**config.mk**
```make
export PLATFORM = sky130hd
export DESIGN_NAME = pipeline_sequencer_flat
export DESIGN_NICKNAME = d
export VERILOG_FILES = /design/src/rtl/cpu_pkg.sv /design/src/rtl/pipeline_sequencer_if.sv /design/src/rtl/pipeline_sequencer_hazard_detect.sv /design/src/rtl/pipeline_sequencer.sv /design/src/flat_wrapper.sv
export SDC_FILE = /design/constraint.sdc
export NUM_CORES = 1
export LEC_CHECK = 0
export CAP_MARGIN = 20
export CORE_MARGIN = 4
export CORE_UTILIZATION = 43
export CTS_CLUSTER_SIZE = 25
export DETAILED_ROUTE_END_ITERATION = 6
export PLACE_DENSITY = 0.86
export SYNTH_ARGS = -nofsm -noshare
export SYNTH_HDL_FRONTEND = slang
export SYNTH_SLANG_ARGS = --single-unit
export TNS_END_PERCENT = 1
```
**constraint.sdc**
```tcl
create_clock -name clk -period 2.65 [get_ports clk]
set_clock_uncertainty 0.15 [all_clocks]
set_input_delay 0.3975 -clock clk [delete_from_list [all_inputs] [get_ports clk]]
set_output_delay 0.3975 -clock clk [all_outputs]
set_load 0.01 [all_outputs]
```
**src/rtl/cpu_pkg.sv**
```systemverilog
// Shared CPU definitions for the pipeline sequencer: opcodes, sequencer states,
// trap causes and the control word the sequencer drives into the pipeline.
package cpu_pkg;

  localparam logic [3:0] OP_HALT = 4'b0000;
  localparam logic [3:0] OP_ANDI = 4'b0001;
  localparam logic [3:0] OP_ORI  = 4'b0010;
  localparam logic [3:0] OP_BGT  = 4'b0100;
  localparam logic [3:0] OP_BLT  = 4'b0101;
  localparam logic [3:0] OP_BEQ  = 4'b0110;
  localparam logic [3:0] OP_JMP  = 4'b0111;
  localparam logic [3:0] OP_LBU  = 4'b1010;
  localparam logic [3:0] OP_SB   = 4'b1011;
  localparam logic [3:0] OP_LW   = 4'b1100;
  localparam logic [3:0] OP_SW   = 4'b1101;
  localparam logic [3:0] OP_ALU  = 4'b1111;

  typedef enum logic [1:0] {
    ST_RUN      = 2'd0,
    ST_MEM_WAIT = 2'd1,
    ST_DRAIN    = 2'd2,
    ST_HALTED   = 2'd3
  } seq_state_e;

  typedef enum logic [1:0] {
    EXC_NONE   = 2'b00,
    EXC_OVF    = 2'b01,
    EXC_MEM_TO = 2'b10
  } exc_cause_e;

  typedef struct packed {
    logic pc_en;
    logic pc_sel_exc;
    logic if_id_en;
    logic id_ex_en;
    logic ex_mem_en;
    logic mem_wb_en;
    logic if_flush;
    logic id_flush;
    logic ex_flush;
    logic halted;
    logic exc_valid;
  } seq_ctrl_t;

  // Normal flow: everything advances, nothing flushed.
  localparam seq_ctrl_t CTRL_RUN = '{
    pc_en: 1'b1, pc_sel_exc: 1'b0,
    if_id_en: 1'b1, id_ex_en: 1'b1, ex_mem_en: 1'b1, mem_wb_en: 1'b1,
    if_flush: 1'b0, id_flush: 1'b0, ex_flush: 1'b0,
    halted: 1'b0, exc_valid: 1'b0
  };

  localparam seq_ctrl_t CTRL_FREEZE = '{
    pc_en: 1'b0, pc_sel_exc: 1'b0,
    if_id_en: 1'b0, id_ex_en: 1'b0, ex_mem_en: 1'b0, mem_wb_en: 1'b0,
    if_flush: 1'b0, id_flush: 1'b0, ex_flush: 1'b0,
    halted: 1'b0, exc_valid: 1'b0
  };

  // Vector to the handler and squash everything younger than MEM.
  localparam seq_ctrl_t CTRL_TRAP = '{
    pc_en: 1'b1, pc_sel_exc: 1'b1,
    if_id_en: 1'b1, id_ex_en: 1'b1, ex_mem_en: 1'b1, mem_wb_en: 1'b1,
    if_flush: 1'b1, id_flush: 1'b1, ex_flush: 1'b1,
    halted: 1'b0, exc_valid: 1'b1
  };

  localparam seq_ctrl_t CTRL_HALT = '{
    pc_en: 1'b0, pc_sel_exc: 1'b0,
    if_id_en: 1'b0, id_ex_en: 1'b0, ex_mem_en: 1'b0, mem_wb_en: 1'b0,
    if_flush: 1'b0, id_flush: 1'b0, ex_flush: 1'b0,
    halted: 1'b1, exc_valid: 1'b0
  };

  // Held while reset is low so the pipeline fills with NOPs.
  localparam seq_ctrl_t CTRL_RESET = '{
    pc_en: 1'b0, pc_sel_exc: 1'b0,
    if_id_en: 1'b1, id_ex_en: 1'b1, ex_mem_en: 1'b1, mem_wb_en: 1'b1,
    if_flush: 1'b1, id_flush: 1'b1, ex_flush: 1'b1,
    halted: 1'b0, exc_valid: 1'b0
  };

  function automatic logic uses_rt(input logic [3:0] op);
    case (op)
      OP_ALU, OP_SB, OP_SW, OP_BGT, OP_BLT, OP_BEQ: return 1'b1;
      default:                                      return 1'b0;
    endcase
  endfunction

  function automatic logic is_load(input logic [3:0] op);
    return (op == OP_LBU) || (op == OP_LW);
  endfunction

endpackage

```
**src/rtl/pipeline_sequencer_if.sv**
```systemverilog
// Status/control bundle between the pipeline datapath (master) and the
// sequencer (slave).
interface pipeline_sequencer_if;
  logic [3:0] id_opcode;
  logic       id_valid;
  logic [3:0] id_rs_addr;
  logic [3:0] id_rt_addr;
  logic       id_branch_taken;
  logic [3:0] ex_opcode;
  logic       ex_valid;
  logic [3:0] ex_rd_addr;
  logic       ex_overflow;
  logic       mem_req;
  logic       mem_ready;

  logic       pc_en;
  logic       pc_sel_exc;
  logic       if_id_en;
  logic       id_ex_en;
  logic       ex_mem_en;
  logic       mem_wb_en;
  logic       if_flush;
  logic       id_flush;
  logic       ex_flush;
  logic       halted;
  logic       exc_valid;
  logic [1:0] exc_cause;

  modport master (
    output id_opcode, id_valid, id_rs_addr, id_rt_addr, id_branch_taken,
           ex_opcode, ex_valid, ex_rd_addr, ex_overflow, mem_req, mem_ready,
    input  pc_en, pc_sel_exc, if_id_en, id_ex_en, ex_mem_en, mem_wb_en,
           if_flush, id_flush, ex_flush, halted, exc_valid, exc_cause
  );

  modport slave (
    input  id_opcode, id_valid, id_rs_addr, id_rt_addr, id_branch_taken,
           ex_opcode, ex_valid, ex_rd_addr, ex_overflow, mem_req, mem_ready,
    output pc_en, pc_sel_exc, if_id_en, id_ex_en, ex_mem_en, mem_wb_en,
           if_flush, id_flush, ex_flush, halted, exc_valid, exc_cause
  );
endinterface

```
**src/rtl/pipeline_sequencer_hazard_detect.sv**
```systemverilog
// Load-use hazard compare: a load in EX whose destination feeds the ID instruction.
module hazard_detect
  import cpu_pkg::*;
(
  input  logic       ex_valid,
  input  logic [3:0] ex_opcode,
  input  logic [3:0] ex_rd_addr,
  input  logic [3:0] id_opcode,
  input  logic [3:0] id_rs_addr,
  input  logic [3:0] id_rt_addr,
  output logic       lu_stall
);
  logic rs_hit, rt_hit;

  // r0 is hardwired, so a load targeting it never creates a dependency.
  assign rs_hit   = (ex_rd_addr == id_rs_addr);
  assign rt_hit   = uses_rt(id_opcode) && (ex_rd_addr == id_rt_addr);
  assign lu_stall = ex_valid && is_load(ex_opcode) && (ex_rd_addr != 4'd0)
                    && (rs_hit || rt_hit);
endmodule

```
**src/rtl/pipeline_sequencer.sv**
```systemverilog
// Central 5-stage pipeline sequencer: memory stalls, traps, load-use bubbles,
// halt drain and redirects, resolved in that priority order.
module pipeline_sequencer
  import cpu_pkg::*;
#(
  parameter int MEM_TIMEOUT  = 15,
  parameter int DRAIN_CYCLES = 3
) (
  input  logic                 clk,
  input  logic                 reset,
  pipeline_sequencer_if.slave  seq
);
  localparam int WCW = $clog2(MEM_TIMEOUT + 1);
  localparam int DCW = (DRAIN_CYCLES > 1) ? $clog2(DRAIN_CYCLES + 1) : 1;

  seq_state_e     state, state_nxt;
  exc_cause_e     cause, cause_nxt;
  logic [WCW-1:0] wait_cnt, wait_nxt;
  logic [DCW-1:0] drain_cnt, drain_nxt;
  seq_ctrl_t      ctl;

  logic lu_stall, mem_stall, ovf, halt_id, redirect;

  hazard_detect u_hazard (
    .ex_valid   (seq.ex_valid),
    .ex_opcode  (seq.ex_opcode),
    .ex_rd_addr (seq.ex_rd_addr),
    .id_opcode  (seq.id_opcode),
    .id_rs_addr (seq.id_rs_addr),
    .id_rt_addr (seq.id_rt_addr),
    .lu_stall   (lu_stall)
  );

  assign mem_stall = seq.mem_req && !seq.mem_ready;
  assign ovf       = seq.ex_valid && seq.ex_overflow;
  assign halt_id   = seq.id_valid && (seq.id_opcode == OP_HALT);
  assign redirect  = seq.id_valid && ((seq.id_opcode == OP_JMP) || seq.id_branch_taken);

  always_comb begin
    ctl       = CTRL_RUN;
    state_nxt = state;
    cause_nxt = cause;
    wait_nxt  = wait_cnt;
    drain_nxt = drain_cnt;
    case (state)
      ST_RUN: begin
        if (mem_stall) begin
          ctl       = CTRL_FREEZE;
          state_nxt = ST_MEM_WAIT;
          wait_nxt  = WCW'(1);
        end else if (ovf) begin
          ctl       = CTRL_TRAP;
          cause_nxt = EXC_OVF;
        end else if (lu_stall) begin
          // Hold IF/ID and the PC, let EX move on with a bubble behind it.
          ctl.pc_en    = 1'b0;
          ctl.if_id_en = 1'b0;
          ctl.id_flush = 1'b1;
        end else if (halt_id) begin
          ctl.pc_en    = 1'b0;
          ctl.if_flush = 1'b1;
          state_nxt    = ST_DRAIN;
          drain_nxt    = '0;
        end else if (redirect) begin
          ctl.if_flush = 1'b1;
        end
      end
      ST_MEM_WAIT: begin
        if (seq.mem_ready) begin
          state_nxt = ST_RUN;
          if (ovf) begin
            ctl       = CTRL_TRAP;
            cause_nxt = EXC_OVF;
          end
        end else if (wait_cnt == WCW'(MEM_TIMEOUT)) begin
          // Abandon the access: the stuck MEM op is retired as a trap.
          ctl       = CTRL_TRAP;
          cause_nxt = EXC_MEM_TO;
          state_nxt = ST_RUN;
        end else begin
          ctl      = CTRL_FREEZE;
          wait_nxt = wait_cnt + WCW'(1);
        end
      end
      ST_DRAIN: begin
        if (mem_stall) begin
          ctl = CTRL_FREEZE;
        end else if (ovf) begin
          ctl       = CTRL_TRAP;
          cause_nxt = EXC_OVF;
          state_nxt = ST_RUN;
        end else begin
          ctl.pc_en    = 1'b0;
          ctl.if_flush = 1'b1;
          if (drain_cnt == DCW'(DRAIN_CYCLES - 1)) state_nxt = ST_HALTED;
          else                                      drain_nxt = drain_cnt + DCW'(1);
        end
      end
      ST_HALTED: ctl = CTRL_HALT;
      default:   ctl = CTRL_RUN;
    endcase
    if (!reset) ctl = CTRL_RESET;
  end

  always_ff @(posedge clk) begin
    if (!reset) begin
      state     <= ST_RUN;
      cause     <= EXC_NONE;
      wait_cnt  <= '0;
      drain_cnt <= '0;
    end else begin
      state     <= state_nxt;
      cause     <= cause_nxt;
      wait_cnt  <= wait_nxt;
      drain_cnt <= drain_nxt;
    end
  end

  assign seq.pc_en      = ctl.pc_en;
  assign seq.pc_sel_exc = ctl.pc_sel_exc;
  assign seq.if_id_en   = ctl.if_id_en;
  assign seq.id_ex_en   = ctl.id_ex_en;
  assign seq.ex_mem_en  = ctl.ex_mem_en;
  assign seq.mem_wb_en  = ctl.mem_wb_en;
  assign seq.if_flush   = ctl.if_flush;
  assign seq.id_flush   = ctl.id_flush;
  assign seq.ex_flush   = ctl.ex_flush;
  assign seq.halted     = ctl.halted;
  assign seq.exc_valid  = ctl.exc_valid;
  assign seq.exc_cause  = cause;

endmodule

```
**src/flat_wrapper.sv**
```systemverilog
// flat-port wrapper written by rule: the top's interface ports become plain ports
module pipeline_sequencer_flat import cpu_pkg::*;
#(
  parameter int MEM_TIMEOUT  = 15,
  parameter int DRAIN_CYCLES = 3
)
  (clk, reset, seq_id_opcode, seq_id_valid, seq_id_rs_addr, seq_id_rt_addr, seq_id_branch_taken, seq_ex_opcode, seq_ex_valid, seq_ex_rd_addr, seq_ex_overflow, seq_mem_req, seq_mem_ready, seq_pc_en, seq_pc_sel_exc, seq_if_id_en, seq_id_ex_en, seq_ex_mem_en, seq_mem_wb_en, seq_if_flush, seq_id_flush, seq_ex_flush, seq_halted, seq_exc_valid, seq_exc_cause);
  pipeline_sequencer_if seq_i ();
  input  logic clk;
  input  logic reset;
  input wire logic [$bits(seq_i.id_opcode)-1:0] seq_id_opcode;
  input wire logic [$bits(seq_i.id_valid)-1:0] seq_id_valid;
  input wire logic [$bits(seq_i.id_rs_addr)-1:0] seq_id_rs_addr;
  input wire logic [$bits(seq_i.id_rt_addr)-1:0] seq_id_rt_addr;
  input wire logic [$bits(seq_i.id_branch_taken)-1:0] seq_id_branch_taken;
  input wire logic [$bits(seq_i.ex_opcode)-1:0] seq_ex_opcode;
  input wire logic [$bits(seq_i.ex_valid)-1:0] seq_ex_valid;
  input wire logic [$bits(seq_i.ex_rd_addr)-1:0] seq_ex_rd_addr;
  input wire logic [$bits(seq_i.ex_overflow)-1:0] seq_ex_overflow;
  input wire logic [$bits(seq_i.mem_req)-1:0] seq_mem_req;
  input wire logic [$bits(seq_i.mem_ready)-1:0] seq_mem_ready;
  output wire logic [$bits(seq_i.pc_en)-1:0] seq_pc_en;
  output wire logic [$bits(seq_i.pc_sel_exc)-1:0] seq_pc_sel_exc;
  output wire logic [$bits(seq_i.if_id_en)-1:0] seq_if_id_en;
  output wire logic [$bits(seq_i.id_ex_en)-1:0] seq_id_ex_en;
  output wire logic [$bits(seq_i.ex_mem_en)-1:0] seq_ex_mem_en;
  output wire logic [$bits(seq_i.mem_wb_en)-1:0] seq_mem_wb_en;
  output wire logic [$bits(seq_i.if_flush)-1:0] seq_if_flush;
  output wire logic [$bits(seq_i.id_flush)-1:0] seq_id_flush;
  output wire logic [$bits(seq_i.ex_flush)-1:0] seq_ex_flush;
  output wire logic [$bits(seq_i.halted)-1:0] seq_halted;
  output wire logic [$bits(seq_i.exc_valid)-1:0] seq_exc_valid;
  output wire logic [$bits(seq_i.exc_cause)-1:0] seq_exc_cause;
  assign seq_i.id_opcode = seq_id_opcode;
  assign seq_i.id_valid = seq_id_valid;
  assign seq_i.id_rs_addr = seq_id_rs_addr;
  assign seq_i.id_rt_addr = seq_id_rt_addr;
  assign seq_i.id_branch_taken = seq_id_branch_taken;
  assign seq_i.ex_opcode = seq_ex_opcode;
  assign seq_i.ex_valid = seq_ex_valid;
  assign seq_i.ex_rd_addr = seq_ex_rd_addr;
  assign seq_i.ex_overflow = seq_ex_overflow;
  assign seq_i.mem_req = seq_mem_req;
  assign seq_i.mem_ready = seq_mem_ready;
  assign seq_pc_en = seq_i.pc_en;
  assign seq_pc_sel_exc = seq_i.pc_sel_exc;
  assign seq_if_id_en = seq_i.if_id_en;
  assign seq_id_ex_en = seq_i.id_ex_en;
  assign seq_ex_mem_en = seq_i.ex_mem_en;
  assign seq_mem_wb_en = seq_i.mem_wb_en;
  assign seq_if_flush = seq_i.if_flush;
  assign seq_id_flush = seq_i.id_flush;
  assign seq_ex_flush = seq_i.ex_flush;
  assign seq_halted = seq_i.halted;
  assign seq_exc_valid = seq_i.exc_valid;
  assign seq_exc_cause = seq_i.exc_cause;
  pipeline_sequencer #(.MEM_TIMEOUT(MEM_TIMEOUT), .DRAIN_CYCLES(DRAIN_CYCLES)) u_core (.clk(clk), .reset(reset), .seq(seq_i));
endmodule
```
==> results.txt <==
----------------------------------------------------
[Pwr]
  Worst IR Drop VDD ... around 0.00058 V
  Cell leakage power ... roughly 0.77 nW
  Tot Pwr ... 1.12 mW
  Total power density per cell area ... around 650 mW/mm2

[GRT]
  Leftover overflow at the end of global routing ... 0
  Pin count of the biggest net entering global routing ... 11
  Antenna violations before repair ... 0
  First-pass GRT wire length ... about 6200 um
  Vias in the first global route ... ~1.4k
  Total track usage ... 0.243

[Drt]
  Count of vias placed by the detailed router ... 1370
  Antenna viol nets, final ... 0
  Via density per instance ... roughly 5.8
  Total iterations of the first detailed-routing run ... 4
  Average routed wire per standard cell ... ~16 um
  DRC violation count after routing ... 0
  DRC marker count from the first detailed-route iteration ... 42
  Total Routed Length ... between 3000 and 4000 um

[Logic synthesis]
  Cells taking the most area after synthesis ... sky130_fd_sc_hd__dfxtp_1, sky130_fd_sc_hd__ha_1, sky130_fd_sc_hd__xnor2_1, sky130_fd_sc_hd__nand2_1, sky130_fd_sc_hd__nand3_1
  Synth top cells by count ... sky130_fd_sc_hd__nand2_1, sky130_fd_sc_hd__dfxtp_1, sky130_fd_sc_hd__nand3_1, sky130_fd_sc_hd__a21oi_1, sky130_fd_sc_hd__inv_1
  Post-Synthesis Cells ... about 140
  Yosys top cell area share ... 0.197
  Avg Inst Size Synth ... 7.49 um2
  Count of flip-flops with a built-in enable after synthesis ... 0
  Area of the mapped netlist ... between 0.001 and 0.0015 mm2
  Most frequent cell after synthesis ... sky130_fd_sc_hd__nand2_1
  Syn Nets ... 171
  Post-synthesis register bit count ... 10
  Synth warn ... 0
  Library cell with the largest summed area after synthesis ... sky130_fd_sc_hd__dfxtp_1
  Portion of the post-synthesis area used by sequential elements ... 0.197
  Proportion of register bits with asynchronous set or reset after synthesis ... 0
  Primary FF master, synth ... sky130_fd_sc_hd__dfxtp_1
  Number of distinct library cells after synthesis ... 37

[Finish]
  Layout overhead on the synthesized area ... 71.1%
  Fraction of final layout cells with drive strength greater than 1 ... 0.274
  Number of diodes added for antenna fixing ... 0
  Fill count ... roughly 160
  Post-layout utilization of the core ... 0.780
  Final-stage net count ... roughly 240

[Critical path]
  Type of origin of the critical path ... input pin
  Data required time of the worst path ... between 2 and 2.5 ns
  Crit path DAT ... ~2.1 ns
  Cell depth of the worst flop-to-flop path ... 8
  Type of destination of the critical path ... output pin
  Maximum fanout along the worst path ... 3
  Start-to-end type of the worst setup path ... in -> out

[Flow run]
  Max-cap violation count ... 0

[Worst hold path]
  Classification of the worst-slack hold path ... reg -> reg
  Number of cells traversed by the worst hold path ... 2

[Clock tree]
  Clock insertion delay at the later pin of the skew report ... 0.27 ns
  Sinks on the clock net ... 10
  CTS max path bufs ... 2
  Clock slew seen by the registers of the worst setup and hold paths ... roughly 0.07 ns
  Htree depth ... 1
  TritonCTS clock tree ... built
  CTS root buffer ... sky130_fd_sc_hd__clkbuf_4
  Number of buffers added to fix hold violations after cts ... 0
  Number of clock buffers inserted by TritonCTS ... 3

[Timing]
  Hold Fails Final Rpt ... 0
  Max-slew violations ... 0
  Setup repair after global routing missed its margin ... false
  Worst slew margin relative to its limit ... 0.771
  Fmax achieved ... 0.381 GHz
  Final clock period utilization by the worst path ... 0.991
  Min Hold Slack ... 0.313 ns
  Worst-margin pin slew ... around 0.34 ns
  Number of setup violations in the final report ... 0
  Fin worst setup slack ... approximately 0.025 ns
  Fin crit period ... between 2 and 3 ns

[Die]
  Ports ... 41
  Initial core utilization ... 0.456
  Die Area ... ~0.0032 mm2
  CORE AREA ... between 0.002 and 0.0025 mm2
  Horizontal die dimension ... about 57 um
  FP Rows ... 17
  Height of the die ... 56.7 um

[Placement]
  Worst setup slack after placement ... -0.503 ns
  Post-DP HPWL ... approximately 2800 um
  GP Congestion ... 0.880
  Port buffer count ... 40

[Run status]
  Run status ... complete, no violations

----------------------------------------------------
## logic make-up (layout without fill, tap and decap cells)
logic type | after synthesis | after routing | synth area share
fa+ha+maj | 7 | 7 | 0.0860
buf+inv | 16 | 88 | 0.0700
flops | 10 | 10 | 0.197
compound gates | 40 | 40 | 0.287
xor+xnor | 9 | 9 | 0.0774
simple gates | 52 | 52 | 0.263
mux | 2 | 2 | 0.0197
## registers in the layout, summed over array words and instances, names as in the netlist
signal and cells:
u_core.state 2, u_core.drain_cnt 2, u_core.wait_cnt 4, u_core.seq.exc_cause 2
## worst max-delay path, cell delays in order
cell and delay, ns:
sky130_fd_sc_hd__clkdlybuf4s50_1 0.52, sky130_fd_sc_hd__a21oi_1 0.11, sky130_fd_sc_hd__o41ai_4 0.39, sky130_fd_sc_hd__a21oi_2 0.09, sky130_fd_sc_hd__or4_1 0.41, sky130_fd_sc_hd__buf_2 0.16
## per-stage QoR
stage / cell area [um2] / cells / setup TNS, ns
finish: 1740 / 236 / 0
global route: 1740 / 236 / 0
CTS: 1720 / 236 / -0.00903
detailed placement: 1660 / 230 / -3.12
global placement: 1660 / 230 / -2.73
floorplan: 1020 / 136 / 0
## what timing repair did
| action | 4_1_cts | 5_1_grt |
|---|---|---|
| setup endpoints to repair | 10 | 10 |
| cloned | 0 | 0 |
| resized for setup | 28 | 16 |
| buffers inserted | 2 | 0 |
| pin swaps | 3 | 6 |
## where the power goes
group | internal, mW | switching [mW]
Sequential | 0.183 | 0.0273
Clock | 0.0836 | 0.0581
Combinational | 0.361 | 0.412
Total | 0.627 | 0.498
## cell type report
| type | instances | area [um2] | area share |
|---|---|---|---|
| Sequential cell | 10 | 200 | 0.115 |
| Timing Repair Buffer | 75 | 637 | 0.365 |
| Clock buffer | 4 | 36.3 | 0.0208 |
| Tap cell | 28 | 35.0 | 0.0201 |
| Multi-Input combinational cell | 110 | 801 | 0.459 |
| Inverter | 9 | 33.8 | 0.0194 |
## final timing paths
| check | from | endpoint | slack, ns |
|---|---|---|---|
| min reg2reg | u_core.drain_cnt[0] | u_core.drain_cnt[0] | 0.31 |
| max reg2reg | u_core.state[0] | u_core.wait_cnt[3] | 0.47 |
| max | seq_id_opcode[2] | seq_if_flush | 0.02 |
| min | u_core.drain_cnt[0] | u_core.drain_cnt[0] | 0.31 |
## per-layer routing
layer / vias up / GRT usage / part of all wire
li1: 644 / - / -
met1: 647 / 0.270 / 0.37
met4: 0 / 0.0814 / 0.023
met5: - / 0 / 0
met3: 14 / 0.0483 / 0.067
met2: 65 / 0.450 / 0.54
## cell usage in the layout (no fill, tap or decap), types with 4 or more instances in the layout
cell type                         instances
sky130_fd_sc_hd__inv_1                    9
sky130_fd_sc_hd__dfxtp_1                 10
sky130_fd_sc_hd__buf_4                   35
sky130_fd_sc_hd__xnor2_1                  6
sky130_fd_sc_hd__o21ai_0                  4
sky130_fd_sc_hd__o22ai_1                  4
sky130_fd_sc_hd__nand3_1                  9
sky130_fd_sc_hd__clkdlybuf4s50_1         20
sky130_fd_sc_hd__dlygate4sd2_1           11
sky130_fd_sc_hd__nor2_1                   7
sky130_fd_sc_hd__nand2_1                 14
sky130_fd_sc_hd__a221oi_1                 4
sky130_fd_sc_hd__ha_1                     5
sky130_fd_sc_hd__a21oi_1                  9
No activity file was read; power rests on OpenSTA's default activity.
